$ cat src/rtl/mem_arb_pkg.sv
// Shared types for the instruction/data memory port arbiter.
//   owner_e     : which requester a memory access belongs to
//   arb_state_e : arbitration mode (data priority, or fetch forced to win)
//   tag_t       : per-access bookkeeping carried alongside the SRAM read
//   BE_W        : number of byte lanes on the 32-bit data path
package mem_arb_pkg;

  localparam int BE_W = 4;

  typedef enum logic {
    OWN_IF = 1'b0,
    OWN_D  = 1'b1
  } owner_e;

  typedef enum logic {
    NORMAL  = 1'b0,
    FORCE_I = 1'b1
  } arb_state_e;

  typedef struct packed {
    logic   valid;
    owner_e owner;
    logic   is_store;
  } tag_t;

endpackage

$ cat src/rtl/mem_arb_tag_pipe.sv
// MEM_LAT-deep shift register of access tags, aligned with the SRAM read
// latency so the output stage describes the access whose data is on
// mem_rdata in the current cycle.
// Ports:
//   clk, rst : clock, synchronous active-high clear of every stage
//   tag_in   : tag of the access issued this cycle (valid=0 when idle)
//   tag_out  : tag of the access issued MEM_LAT cycles ago
module mem_arb_tag_pipe
  import mem_arb_pkg::*;
#(
  parameter int MEM_LAT = 1
) (
  input  logic clk,
  input  logic rst,
  input  tag_t tag_in,
  output tag_t tag_out
);

  tag_t [MEM_LAT-1:0] stage_reg;

  generate
    for (genvar gi = 0; gi < MEM_LAT; gi++) begin : g_stage
      if (gi == 0) begin : g_first
        always_ff @(posedge clk) begin
          if (rst) stage_reg[gi] <= '0;
          else     stage_reg[gi] <= tag_in;
        end
      end else begin : g_rest
        always_ff @(posedge clk) begin
          if (rst) stage_reg[gi] <= '0;
          else     stage_reg[gi] <= stage_reg[gi-1];
        end
      end
    end
  endgenerate

  assign tag_out = stage_reg[MEM_LAT-1];

endmodule

$ cat src/rtl/mem_port_arbiter.sv
// Shares one single-port synchronous SRAM between the instruction-fetch
// requester (IF) and the load/store requester (D). At most one request is
// accepted per cycle; D wins conflicts unless IF has been denied STARVE_MAX
// cycles in a row, in which case IF wins the next conflict. Each response is
// returned to its owner exactly MEM_LAT cycles after acceptance.
// Ports:
//   clk, rst                         : clock, synchronous active-high reset
//   if_req_valid/ready/addr          : fetch request handshake + byte address
//   if_rsp_valid/rdata               : fetch response
//   d_req_valid/ready/we/be/addr/wdata : load/store request
//   d_rsp_valid/rdata                : load data or store completion (rdata 0)
//   mem_en/we/addr/wdata, mem_rdata  : SRAM interface (word addressed)
// Optional build macro MEM_ARB_PERF_EN adds perf_conflict_cnt, a free-running
// count of cycles in which both requesters were valid.
module mem_port_arbiter
  import mem_arb_pkg::*;
#(
  parameter int ADDR_W     = 32,
  parameter int DATA_W     = 32,
  parameter int MEM_LAT    = 1,
  parameter int STARVE_MAX = 4
) (
  input  logic              clk,
  input  logic              rst,
  input  logic              if_req_valid,
  output logic              if_req_ready,
  input  logic [ADDR_W-1:0] if_req_addr,
  output logic              if_rsp_valid,
  output logic [DATA_W-1:0] if_rsp_rdata,
  input  logic              d_req_valid,
  output logic              d_req_ready,
  input  logic              d_req_we,
  input  logic [BE_W-1:0]   d_req_be,
  input  logic [ADDR_W-1:0] d_req_addr,
  input  logic [DATA_W-1:0] d_req_wdata,
  output logic              d_rsp_valid,
  output logic [DATA_W-1:0] d_rsp_rdata,
  output logic              mem_en,
  output logic [BE_W-1:0]   mem_we,
  output logic [ADDR_W-3:0] mem_addr,
  output logic [DATA_W-1:0] mem_wdata,
  input  logic [DATA_W-1:0] mem_rdata
`ifdef MEM_ARB_PERF_EN
  ,output logic [31:0]      perf_conflict_cnt
`endif
);

  localparam int CNT_W = (STARVE_MAX < 1) ? 1 : $clog2(STARVE_MAX + 1);
  localparam logic [CNT_W-1:0] CNT_MAX = CNT_W'(STARVE_MAX);

  arb_state_e       state_reg, state_next;
  logic [CNT_W-1:0] starve_cnt_reg, starve_cnt_next;
  logic             grant_if, grant_d;
  tag_t             tag_in, tag_out;

  // Byte-offset bits never reach the word-addressed SRAM.
  logic unused_addr_bits;
  assign unused_addr_bits = ^{if_req_addr[1:0], d_req_addr[1:0]};

  // Grants are blocked while rst is high so nothing is accepted that the
  // clearing tag pipeline would then lose.
  always_comb begin
    grant_if = 1'b0;
    grant_d  = 1'b0;
    if (!rst) begin
      grant_if = if_req_valid && (!d_req_valid || state_reg == FORCE_I);
      grant_d  = d_req_valid && !grant_if;
    end
  end

  assign if_req_ready = grant_if;
  assign d_req_ready  = grant_d;

  // The mode switch looks at the next counter value so that IF wins in the
  // cycle immediately after its STARVE_MAX-th consecutive denial.
  always_comb begin
    starve_cnt_next = starve_cnt_reg;
    if (!if_req_valid || grant_if)
      starve_cnt_next = '0;
    else if (starve_cnt_reg < CNT_MAX)
      starve_cnt_next = starve_cnt_reg + 1'b1;

    state_next = state_reg;
    case (state_reg)
      NORMAL:  if (starve_cnt_next == CNT_MAX) state_next = FORCE_I;
      FORCE_I: if (grant_if)                   state_next = NORMAL;
      default:                                 state_next = NORMAL;
    endcase
  end

  always_ff @(posedge clk) begin
    if (rst) begin
      state_reg      <= NORMAL;
      starve_cnt_reg <= '0;
    end else begin
      state_reg      <= state_next;
      starve_cnt_reg <= starve_cnt_next;
    end
  end

  assign mem_en    = grant_if || grant_d;
  assign mem_addr  = grant_d ? d_req_addr[ADDR_W-1:2] : if_req_addr[ADDR_W-1:2];
  assign mem_we    = (grant_d && d_req_we) ? d_req_be : '0;
  assign mem_wdata = d_req_wdata;

  always_comb begin
    tag_in          = '0;
    tag_in.valid    = mem_en;
    tag_in.owner    = grant_d ? OWN_D : OWN_IF;
    tag_in.is_store = grant_d && d_req_we;
  end

  mem_arb_tag_pipe #(
    .MEM_LAT (MEM_LAT)
  ) u_tag_pipe (
    .clk     (clk),
    .rst     (rst),
    .tag_in  (tag_in),
    .tag_out (tag_out)
  );

  // Response data is gated so idle and store-completion cycles present 0.
  assign if_rsp_valid = tag_out.valid && (tag_out.owner == OWN_IF);
  assign d_rsp_valid  = tag_out.valid && (tag_out.owner == OWN_D);
  assign if_rsp_rdata = if_rsp_valid ? mem_rdata : '0;
  assign d_rsp_rdata  = (d_rsp_valid && !tag_out.is_store) ? mem_rdata : '0;

`ifdef MEM_ARB_PERF_EN
  logic [31:0] perf_cnt_reg;

  always_ff @(posedge clk) begin
    if (rst)
      perf_cnt_reg <= '0;
    else if (if_req_valid && d_req_valid)
      perf_cnt_reg <= perf_cnt_reg + 32'd1;
  end

  assign perf_conflict_cnt = perf_cnt_reg;
`endif

endmodule

$ cat config.mk
export PLATFORM = sky130hd
export DESIGN_NAME = mem_port_arbiter
export DESIGN_NICKNAME = d
export VERILOG_FILES = /design/src/rtl/mem_arb_pkg.sv /design/src/rtl/mem_arb_tag_pipe.sv /design/src/rtl/mem_port_arbiter.sv
export SDC_FILE = /design/constraint.sdc
export NUM_CORES = 1
export LEC_CHECK = 0
export BUFFER_PORTS_ARGS = -buffer_cell sky130_fd_sc_hd__buf_4
export CAP_MARGIN = 0
export CELL_PAD_IN_SITES_DETAIL_PLACEMENT = 1
export CELL_PAD_IN_SITES_GLOBAL_PLACEMENT = 2
export CORE_UTILIZATION = 10
export CTS_BUF_LIST = sky130_fd_sc_hd__clkbuf_4 sky130_fd_sc_hd__clkbuf_8
export CTS_CLUSTER_DIAMETER = 40
export DETAILED_ROUTE_END_ITERATION = 8
export PLACE_DENSITY = 0.88
export REMOVE_ABC_BUFFERS = 1
export SLEW_MARGIN = 0
export SYNTH_ARGS = -nofsm -noshare
export SYNTH_HDL_FRONTEND = slang
export SYNTH_HIERARCHICAL = 1
export SYNTH_SLANG_ARGS = --single-unit
$ cat constraint.sdc
create_clock -name clk -period 1.91 [get_ports clk]
set_clock_uncertainty 0.15 [all_clocks]
set_input_delay 0 -clock clk [delete_from_list [all_inputs] [get_ports clk]]
set_output_delay 0 -clock clk [all_outputs]
set_load 0.005 [all_outputs]
---- After elaboration in Yosys (flattened, before gate mapping) ----
Index checks and enable logic that the tools add are counted.
operators by class
  order comparisons ....................... 1
  reduce and logical (&&, ||, !) cells .... 13
  bitwise logic cells ..................... 2
  shifts and indexed selects .............. 0
  multipliers ............................. 0
  muxes and demuxes ....................... 12
  equality and inequality tests ........... 1
  div/mod/pow operators ................... 0
  $add $sub $neg .......................... 1
operators with widths
  cell                   number
  $mux W32               2
  $mux W30               1
  $logic_and A1 B1 Y1    6
  $mux W3                2
  $mux W1                5
  $logic_not A1 Y1       4
  $mux W4                1
  $add A3 B1 Y3 const B  1
  $eq A3 B3 Y1 const B   1
  $logic_or A1 B1 Y1     3
  $lt A3 B3 Y1 const B   1
  $not A1 Y1             2
  $pmux W1 S2            1
storage, ports and cells
  input port bits ......................... 137
  flip-flop bits (word level) ............. 7
  word-level logic and storage cells ...... 35
  bits in latches ......................... 0
  memory bits (read-only) ................. 0
  memories kept ........................... 0
  memory bits (writable) .................. 0

---- Logic depth before layout (Yosys ltp) ----
Gate-level depths: netlist (run 1).
  depth in word-level cells ............... 9
  gate-level depth with buffers ........... 5
  depth with buffers taken out ............ 4

---- By module ----
The synthesis (run 1) kept the hierarchy.
modules (own cells, without submodules)
  module            area each (um^2)  cells an instance  times used  sequential area each (um^2)
  mem_port_arbiter  1295.0            166                1           80.1
  mem_arb_tag_pipe  78.8              6                  1           60.1

---- Worst setup path before layout (run 1) ----
OpenSTA, ideal clock, no wires.
  kind .................................... reg2out
  start point ............................. reg state_reg
  end point ............................... out mem_addr[10]
  arrival ................................. 1.282 ns
  stages on the path, launching flop included .. 4
  slack ................................... 0.478 ns
  path buffers ............................ 1
  cell sequence ........................... dfxtp_1 -> a211oi_4 -> buf_6 -> mux2_2
on the way
  word-level cells in the longest chain between the ends .. 6
ends and longest elaborated chain
  item                    RTL line                 text
  start, declared         mem_port_arbiter.sv:51   arb_state_e state_reg, state_next;
  start signal, assigned  mem_port_arbiter.sv:96   state_reg <= state_next;
  $logic_or A1 B1 Y1      mem_port_arbiter.sv:66   grant_if = if_req_valid && (!d_req_valid || state_reg == FORCE_I);
  $logic_and A1 B1 Y1     mem_port_arbiter.sv:66
  $logic_not A1 Y1        mem_port_arbiter.sv:67   grant_d = d_req_valid && !grant_if;
  $logic_and A1 B1 Y1     mem_port_arbiter.sv:67
  $mux W1                 mem_port_arbiter.sv:65   if (!rst) begin
  $mux W30                mem_port_arbiter.sv:102  assign mem_addr = grant_d ? d_req_addr[ADDR_W-1:2] : if_req_addr[ADDR_W-1:2];
  end, declared           mem_port_arbiter.sv:40   output logic [ADDR_W-3:0] mem_addr,
No other way between the ends.

---- Worst setup path after layout (run 1) ----
  start point ............................. in rst
  end point ............................... out mem_addr[29]
on the way
  word-level cells in the longest chain between the ends .. 2
ends and longest elaborated chain
  item             RTL line                 text
  start, declared  mem_port_arbiter.sv:24   input logic rst,
  $mux W1          mem_port_arbiter.sv:65
  $mux W30         mem_port_arbiter.sv:102
No other way between the ends.

==> metrics.csv, run 1 <==
stage,metric,value,unit
run_status,status,completed,
critical_path,r2r-end,u_tag_pipe/tag_out[0],
pwr,p_leak,1.70,nW
timing,whs,0.0415,ns
pwr,ir_drop,127,uV
critical_path,cp-endpoint,mem_addr[29],
placed_design,port_buffers,203,
synth,dominantRegCellSynth,dfxtp_1,
timing,slew_violations,0,
synth,synth-seq-cells,7,
drt,vias,2035,
timing,fmax,0.536,GHz
placed_design,dp.cells,513,
timing,hold_violations,0,
floorplan,die_w,119,um
final_layout,nFillCells,1585,
synth,syn_avg_cell_area,7.99,um^2
final_layout,num-nets-final,520,
final_layout,antenna_cells,0,
critical_path,reg2reg_slack,0.26,ns
critical_path,crit_path_end_kind,primary output,
drt,ant_nets,0,
drt,drt-pass1-iter-count,4,
timing,tightest_slew,0.273,ns
critical_path,rr_worst_depth,7,
min_path,whs_path_depth,3,
timing,rsz0062_at_grt,no,
global_route,grt_pass1_wl,11.7,mm
drt,drt_iter0_markers,30,
drt,via_per_inst,3.65,
synth,synthArstFlopShare,0,%
global_route,grt_antenna_before_repair,0,
placed_design,gp_congestion,0.726,
global_route,grt.overflow.total,0,
critical_path,reg2reg_from,state_reg,
final_layout,ff_latch_area,140,um^2
timing,slew_headroom,81.8,%
job,maxCapViolations,0,
min_path,hp-class,in -> reg,
clock_network,h-tree-depth,1,
synth,synth_cells,172,
drt,wirelength,8.61,mm
synth,synth-edff-count,0,
critical_path,crit_path_max_fanout,15,
final_layout,area_delta_synth_final,143,%
synth,yosys_warnings,6,
clock_network,cts_tree,built,
clock_network,clkSinkCount,7,
final_layout,multi_input_area,938,um^2
timing,min_period,1.87,ns
final_layout,final_cell_area,3340,um^2
clock_network,clkTransAtPathRegs,0.04,ns
global_route,grt_max_degree,38,
pwr,cellPowerDensity,276,nW/um^2
floorplan,rows,42,
critical_path,required,1.76,ns
final_layout,post_route_cells_drive_above_1_share,65.1,%
clock_network,root_buffer,clkbuf_8,
clock_network,cts_buffers,3,
timing,final.setup.tns,0,ns
timing,setup_viol,0,
synth,ys_seq_area_share,10.2,%
floorplan,dieArea,14200,um^2
placed_design,hpwl,6.37,mm
floorplan,die-height,119,um
final_layout,layout.cells.non_filler,557,
critical_path,cp.arrival,1.72,ns
global_route,grt_pass1_vias,2104,
clock_network,clockBufferDepth,2,
drt,wl_per_cell,15.5,um
synth,ys_types,20,
placed_design,placed_cell_area,2860,um^2
floorplan,start_util,10.3,%
floorplan,ioPinCount,272,
floorplan,core-area,13300,um^2
clock_network,worstSkewPairLatency,0.23,ns
timing,post-route-period-util,97.7,%
pwr,power,920,uW
critical_path,startpoint,rst,
critical_path,path_class,in -> out,
critical_path,start_kind,primary input,
drt,drc_errors,0,
synth,synth_area,1370,um^2
global_route,globalRouteTotalUtil,10.6,%
layer usage:
metal	wire length, um	vias to the layer above	GRT usage [%]	share of wire (%)
li1	-	938	-	-
met1	3020	914	11.0	35
met2	4530	166	19.9	53
met3	896	17	3.45	10
met4	158	0	3.09	1.8
met5	0	-	0	0
repair_timing:
| action | in CTS | in global routing |
|---|---|---|
| setup endpoints to repair | 0 | 5 |
| gates resized for setup | 0 | 2 |
| hold endpoints to repair | 36 | 0 |
| hold buffers | 34 | 0 |
| setup buffers | 0 | 4 |
worst min-delay path by stage:
stage                               from                     to  slack [ns]
after floorplan           d_req_wdata[0]           mem_wdata[0]       -0.15
after global placement    d_req_wdata[0]           mem_wdata[0]       -0.15
after detailed placement  d_req_wdata[0]           mem_wdata[0]       -0.15
after CTS                       d_req_we  u_tag_pipe/tag_out[0]       0.004
after global routing            d_req_we  u_tag_pipe/tag_out[0]        0.07
final                           d_req_we  u_tag_pipe/tag_out[0]        0.04
layout make-up:
cell class / count / area share [%]
well taps: 176 / 6.60
multi-input cells: 123 / 28.1
clock buffers: 4 / 1.46
inverters: 1 / 0.112
flip-flops and latches: 7 / 4.20
repair buffers: 246 / 59.5
synthesized netlist by cell type (all sizes together) (2+ instances only):
master / instances / area, um^2
clkbuf: 6 / 22.5
mux2: 30 / 338
and3: 4 / 25.0
buf: 35 / 274
dfxtp: 7 / 140
and2: 66 / 413
nor2: 7 / 26.3
nor2b: 6 / 37.5
nor3b: 2 / 15.0
logic make-up (layout without fill, tap and decap cells):
family / count (synthesis) / in the layout / share of synthesized area [%]
fa+ha+maj: 1 / 1 / 0.911
flops: 7 / 7 / 10.2
buf+inv: 42 / 251 / 21.9
xor+xnor: 1 / 1 / 0.638
simple gates: 87 / 87 / 38.6
mux: 31 / 31 / 25.3
compound gates: 3 / 3 / 2.46
cell usage in the layout, fill, tap and decap left out:
master	count
a211oi_4	1
a21oi_1	1
and2_1	66
and3_1	4
buf_12	1
buf_4	207
buf_6	2
clkbuf_16	2
clkbuf_4	1
clkbuf_8	3
dfxtp_1	7
dlygate4sd3_1	34
ha_1	1
inv_1	1
mux2_1	1
mux2_2	29
mux2i_1	1
nand2b_1	1
nand3b_1	1
nor2_1	7
nor2b_1	4
nor2b_2	2
nor3b_1	2
o32ai_1	1
xor2_1	1
report_power, final:
group	leakage (nW)	internal, mW	switching, mW
Clock	0.0262	0.159	0.0663
Combinational	1.62	0.366	0.176
Sequential	0.0570	0.151	0.00284
stage by stage:
stage | utilization [%] | worst slack [ns]
floorplan | - | 0.00410
global placement | 21.5 | 0.431
detailed placement | 21.5 | 0.385
CTS | 24.4 | 0.0479
global route | 25.1 | 0.00618
finish | 25.1 | 0.0439
critical path, stage by stage:
cell,delay [ns]
dlygate4sd3_1,0.55
buf_6,0.14
a211oi_4,0.21
buf_6,0.17
clkbuf_16,0.18
mux2_2,0.33
buf_4,0.13
(Power assumes the default switching activity.)
==> inputs of run 2 (changes only) <==
--- a/config.mk
+++ b/config.mk
@@ -14,7 +14,6 @@
 export CTS_CLUSTER_DIAMETER = 40
 export DETAILED_ROUTE_END_ITERATION = 8
 export PLACE_DENSITY = 0.88
-export REMOVE_ABC_BUFFERS = 1
 export SLEW_MARGIN = 0
 export SYNTH_ARGS = -nofsm -noshare
 export SYNTH_HDL_FRONTEND = slang
==> run 2 against run 1 <==
  * Cell count fell by 0.90%
  * Worst setup slack got worse by 0.019 ns
  * Worst hold slack worse by 0.0030 ns
  * Via count down 4.2%
  * Flip-flop and latch count stayed put
  * Global-route usage decreased by 0.90 points
  * Total power shrank 3.3%
  * Critical path depth is 1 lower
  * Sequential power about the same
  * Fmax decreased by 0.99%
  * First-iteration DRC count is 40% lower
  * Largest power group unchanged
==> metrics.csv, run 2 (synthesis results as in run 1) <==
stage,metric,value,unit,change
placed_design,hpwl,6.05,mm,-5.0%
floorplan,start_util,10.3,%,unchanged
timing,fin_ws,0.0253,ns,-0.0186 ns
drt,wl_per_cell,13.6,um,-12%
critical_path,reg2reg_from,starve_cnt_reg[0],,
pwr,cellPowerDensity,273,nW/um^2,-0.93%
floorplan,ioPinCount,272,,unchanged
timing,min_period,1.88,ns,+0.0186 ns
placed_design,dp.cells,514,,+0.19%
critical_path,crit_path_end_kind,primary output,,
drt,wirelength,7.51,mm,-13%
drt,vias,1950,,-4.2%
final_layout,layout_commonest_cell,buf_4,,
placed_design,placed_cell_area,2870,um^2,+0.26%
pwr,p_leak,1.66,nW,-2.4%
timing,setup_viol,0,,unchanged
critical_path,cp.arrival,1.73,ns,about the same
final_layout,num-nets-final,515,,-0.96%
clock_network,cts_buffers,3,,unchanged
timing,slew_violations,0,,unchanged
critical_path,cp_slowest_cell,dlygate4sd3_1,,
final_layout,post_route_cells_drive_above_1_share,64.6,%,-0.46 points
floorplan,rows,42,,unchanged
placed_design,gp_congestion,0.794,,+9.4%
pwr,ir_drop,86.1,uV,-32%
drt,drc_errors,0,,unchanged
global_route,globalRouteTotalUtil,9.66,%,-0.90 points
job,maxCapViolations,0,,unchanged
min_path,hp-class,in -> reg,,
critical_path,startpoint,if_req_valid,,
placed_design,port_buffers,203,,unchanged
timing,tightest_slew,0.316,ns,+0.0430 ns
timing,slew_headroom,78.9,%,-2.9 points
clock_network,clockBufferDepth,2,,unchanged
critical_path,path_class,in -> out,,
timing,hold_violations,0,,unchanged
final_layout,nFillCells,1590,,+0.32%
clock_network,clkTransAtPathRegs,0.04,ns,about the same
critical_path,crit_buf_inv,4,,-1
placed_design,pre_cts_ws,0.402,ns,+0.0170 ns
drt,ant_nets,0,,unchanged
final_layout,area_delta_synth_final,137,%,
timing,whs,0.0385,ns,-0.00298 ns
clock_network,root_buffer,clkbuf_8,,
synth,syn_nets,310,,
clock_network,h-tree-depth,1,,unchanged
critical_path,crit_path_max_incr_delay,0.54,ns,about the same
drt,via_per_inst,3.53,,-3.3%
clock_network,post-cts-setup-buffers,0,,unchanged
global_route,grt_antenna_before_repair,0,,unchanged
final_layout,final_cell_area,3260,um^2,-2.4%
drt,drt-pass1-iter-count,4,,unchanged
drt,drt_iter0_markers,18,,-40%
critical_path,cp_top_family,buffers and inverters,,
timing,final.setup.tns,0,ns,unchanged
final_layout,antenna_cells,0,,unchanged
critical_path,crit_path_max_fanout,37,,+22
clock_network,worstSkewPairLatency,0.23,ns,about the same
critical_path,required,1.76,ns,about the same
critical_path,start_kind,primary input,,
global_route,grt_pass1_vias,2067,,-1.8%
timing,fmax,0.531,GHz,-0.99%
timing,post-route-period-util,98.7,%,+0.97 points
floorplan,die-height,119,um,unchanged
global_route,grt_pass1_wl,10.8,mm,-7.7%
global_route,grt.overflow.total,0,,unchanged
critical_path,path_cells,dlygate4sd3_1 -> buf_4 -> a211oi_4 -> buf_12 -> mux2_2 -> buf_4,,
final_layout,multi_input_area,938,um^2,unchanged
final_layout,ff_latch_area,140,um^2,unchanged
timing,rsz0062_at_grt,yes,,
floorplan,dieArea,14200,um^2,unchanged
clock_network,cts_resized,0,,unchanged
clock_network,cts_tree,built,,
floorplan,core-area,13300,um^2,unchanged
final_layout,layout.cells.non_filler,552,,-0.90%
min_path,hold_start,d_req_we,,
clock_network,clkSinkCount,7,,unchanged
pwr,power,890,uW,-3.3%
critical_path,crit_top_cell,buf_4,,
floorplan,die_w,119,um,unchanged
final_layout,mostFrequentLayoutCells,"206 x buf_4, 66 x and2_1, 34 x dlygate4sd3_1",,
global_route,grt_max_degree,38,,unchanged
run_status,status,completed,,
final_layout,post-route-util,24.5,%,-0.60 points
[run 2: changes by cell type in the layout (fill, tap and decap cells not counted), sizes merged]
cell | before | now
clkbuf | 6 | 4
buf | 210 | 207
[run 2: routing by layer]
metal	vias to the layer above	share of wire [%]	routed length [um]	GRT usage (%)
met1	874	35	2590	10.1
met4	0	0.95	71	2.22
met5	-	0	0	0
met2	142	54	4090	19.1
li1	928	-	-	-
met3	6	10	753	2.35
[run 2: power by group]
group / internal, mW / total, mW / switching, mW / leakage [nW]
sequential: 0.150 / 0.153 / 0.00221 / 0.0570
combinational: 0.350 / 0.515 / 0.165 / 1.58
clock: 0.159 / 0.222 / 0.0639 / 0.0262
[run 2: area by class of cell]
| type | count | share of cell area (%) |
|---|---|---|
| flip-flops and latches | 7 | 4.30 |
| repair buffers | 241 | 58.5 |
| multi-input cells | 123 | 28.8 |
| clock buffers | 4 | 1.50 |
| well taps | 176 | 6.76 |
| inverters | 1 | 0.115 |
[run 2: repair_timing]
action                                 4_1_cts  5_1_grt
endpoints found under the hold margin       36        0
hold buffers                                34        0
setup endpoints to repair                    0       29
[run 2: worst reg2reg max path, delay by kind of cell (launching register included)]
family	cells	cell delay [ns]
AND/OR/NAND/NOR	1	0.20
adder cells (fa/ha/maj)	1	0.32
AO/OA/AOI/OAI	2	0.36
flip-flops	1	0.33
[run 2: final timing paths]
path,cells past startpoint,slack [ns],endpoint
min reg2reg,2,0.40,starve_cnt_reg[1]
max reg2reg,4,0.43,state_reg
max,6,0.03,mem_addr[20]
min,3,0.04,u_tag_pipe/tag_out[0]
==> inputs of run 3 (changes only) <==
==> constraint.sdc (replaced) <==
create_clock -name clk -period 1.9 [get_ports clk]
set_clock_uncertainty 0.15 [all_clocks]
set_input_delay 0 -clock clk [delete_from_list [all_inputs] [get_ports clk]]
set_output_delay 0 -clock clk [all_outputs]
set_load 0.005 [all_outputs]
==> run 3 against run 2 <==
  * Register-to-register slack improved by 0.06 ns
  * Critical path depth rose by 1
  * Count of clock-buffer cells in the layout did not move
  * First-iteration DRC count rose by 33%
  * Total power rose by 1.4%
  * Sequential share of layout area fell by 0.062 points
  * Final area rose by 1.5%
  * Critical path type unchanged
  * Largest cell class unchanged
==> metrics.csv, run 3 (synthesis results as in run 1) <==
stage,metric,value,unit,change
final_layout,num-nets-final,518,,+0.58%
drt,via_per_inst,3.52,,-0.34%
critical_path,cp_slowest_cell,dlygate4sd3_1,,
clock_network,clockBufferDepth,2,,unchanged
floorplan,ioPinCount,272,,unchanged
drt,ant_nets,0,,unchanged
clock_network,clkSinkCount,7,,unchanged
clock_network,h-tree-depth,1,,unchanged
placed_design,port_buffers,203,,unchanged
floorplan,core-area,13300,um^2,unchanged
final_layout,layout_commonest_cell,buf_4,,
pwr,cellPowerDensity,273,nW/um^2,about the same
critical_path,crit_buf_inv,5,,+1
clock_network,root_buffer,clkbuf_8,,
final_layout,ff_latch_area,140,um^2,unchanged
critical_path,cp.arrival,1.73,ns,about the same
timing,fmax,0.533,GHz,
final_layout,mostFrequentLayoutCells,"206 x buf_4, 66 x and2_1, 34 x dlygate4sd3_1",,
placed_design,hpwl,6.06,mm,about the same
timing,hold_violations,0,,unchanged
timing,final.setup.tns,0,ns,unchanged
timing,fin_ws,0.0226,ns,-0.00273 ns
synth,syn_nets,310,,unchanged
drt,wl_per_cell,14.0,um,+3.2%
clock_network,cts_tree,built,,
final_layout,antenna_cells,0,,unchanged
timing,rsz0062_at_grt,yes,,
clock_network,worstSkewPairLatency,0.22,ns,about the same
placed_design,pre_cts_ws,0.391,ns,-0.0110 ns
drt,wirelength,7.79,mm,+3.7%
final_layout,nFillCells,1601,,+0.69%
final_layout,post_route_cells_drive_above_1_share,64.9,%,+0.28 points
critical_path,start_kind,primary input,,
pwr,ir_drop,110,uV,+28%
critical_path,path_cells,dlygate4sd3_1 -> buf_6 -> a211oi_4 -> buf_6 -> buf_12 -> mux2_2 -> buf_4,,
floorplan,die-height,119,um,unchanged
drt,drc_errors,0,,unchanged
critical_path,crit_path_max_fanout,19,,-49%
job,maxCapViolations,0,,unchanged
floorplan,dieArea,14200,um^2,unchanged
floorplan,start_util,10.3,%,unchanged
critical_path,cp_top_family,buffers and inverters,,
final_layout,area_delta_synth_final,141,%,
critical_path,crit_path_end_kind,primary output,,
placed_design,gp_congestion,0.786,,-1.1%
critical_path,crit_path_max_incr_delay,0.55,ns,about the same
clock_network,cts_buffers,3,,unchanged
clock_network,clkTransAtPathRegs,0.04,ns,about the same
critical_path,required,1.75,ns,about the same
drt,vias,1954,,+0.21%
timing,slew_headroom,81.8,%,+2.9 points
run_status,status,completed,,
timing,min_period,1.88,ns,
pwr,p_leak,1.68,nW,+1.4%
critical_path,path_class,in -> out,,
global_route,grt_pass1_vias,2094,,+1.3%
floorplan,rows,42,,unchanged
final_layout,multi_input_area,938,um^2,unchanged
min_path,hp-class,in -> reg,,
timing,slew_violations,0,,unchanged
global_route,grt_max_degree,38,,unchanged
drt,drt-pass1-iter-count,3,,-1
global_route,grt_antenna_before_repair,0,,unchanged
drt,drt_iter0_markers,24,,+6
floorplan,die_w,119,um,unchanged
global_route,globalRouteTotalUtil,9.80,%,+0.14 points
timing,whs,0.0182,ns,-0.0203 ns
global_route,grt_pass1_wl,11.1,mm,+2.3%
global_route,grt.overflow.total,0,,unchanged
critical_path,crit_top_cell,buf_6,,
timing,setup_viol,0,,unchanged
pwr,power,903,uW,+1.4%
timing,tightest_slew,0.274,ns,-0.0421 ns
timing,post-route-period-util,98.8,%,
-- run 3: changes by cell type in the layout (fill, tap and decap cells not counted) --
| cell | previous run | this run |
|---|---|---|
| clkbuf_16 | 0 | 1 |
| buf_6 | 0 | 2 |
-- run 3: routing by layer --
| layer | up-vias | part of all wire (%) | global-route usage, % |
|---|---|---|---|
| li1 | 933 | - | - |
| met1 | 881 | 35 | 10.6 |
| met2 | 138 | 54 | 18.8 |
| met3 | 2 | 10 | 2.63 |
| met4 | 0 | 0.51 | 1.90 |
| met5 | - | 0 | 0 |
-- run 3: tightest hold or removal path: cells and delay by family --
family | cells | cell delay (ns)
buf+inv | 1 | 0.10
simple gates | 2 | 0.25
-- run 3: report_power, final --
group          internal (mW)  switching, mW  total (mW)
sequential             0.151        0.00242       0.154
combinational          0.361          0.172       0.533
clock                  0.159         0.0572       0.216
-- run 3: worst paths after layout --
kind | end | cells past startpoint | start | slack, ns
worst max-delay path | mem_addr[13] | 7 | if_req_valid | 0.02
worst min-delay path | u_tag_pipe/tag_out[0] | 3 | d_req_we | 0.02
worst max register to register | state_reg | 4 | starve_cnt_reg[0] | 0.49
worst min register to register | state_reg | 2 | state_reg | 0.40
-- run 3: area by class of cell --
cell class                      instances  share of cell area (%)
Inverter                                1                   0.114
Multi-Input combinational cell        123                    28.4
Timing Repair Buffer                  244                    59.1
Sequential cell                         7                    4.24
Clock buffer                            4                    1.48
Tap cell                              176                    6.66
-- run 3: timing repair --
action                                  in CTS  in global routing
hold endpoints to repair                    36                  0
gates resized for setup                      0                  2
hold buffers                                34                  0
buffers inserted                             0                  2
endpoints found under the setup margin       0                 30
-- run 3: through the flow --
stage | utilization, % | cell area, um^2 | instances
6_report | 24.9 | 3310 | 555
5_1_grt | 24.9 | 3310 | 555
4_1_cts | 24.5 | 3260 | 552
3_5_place_dp | 21.6 | 2870 | 514
3_3_place_gp | 21.6 | 2870 | 514
2_1_floorplan | - | 1370 | 172
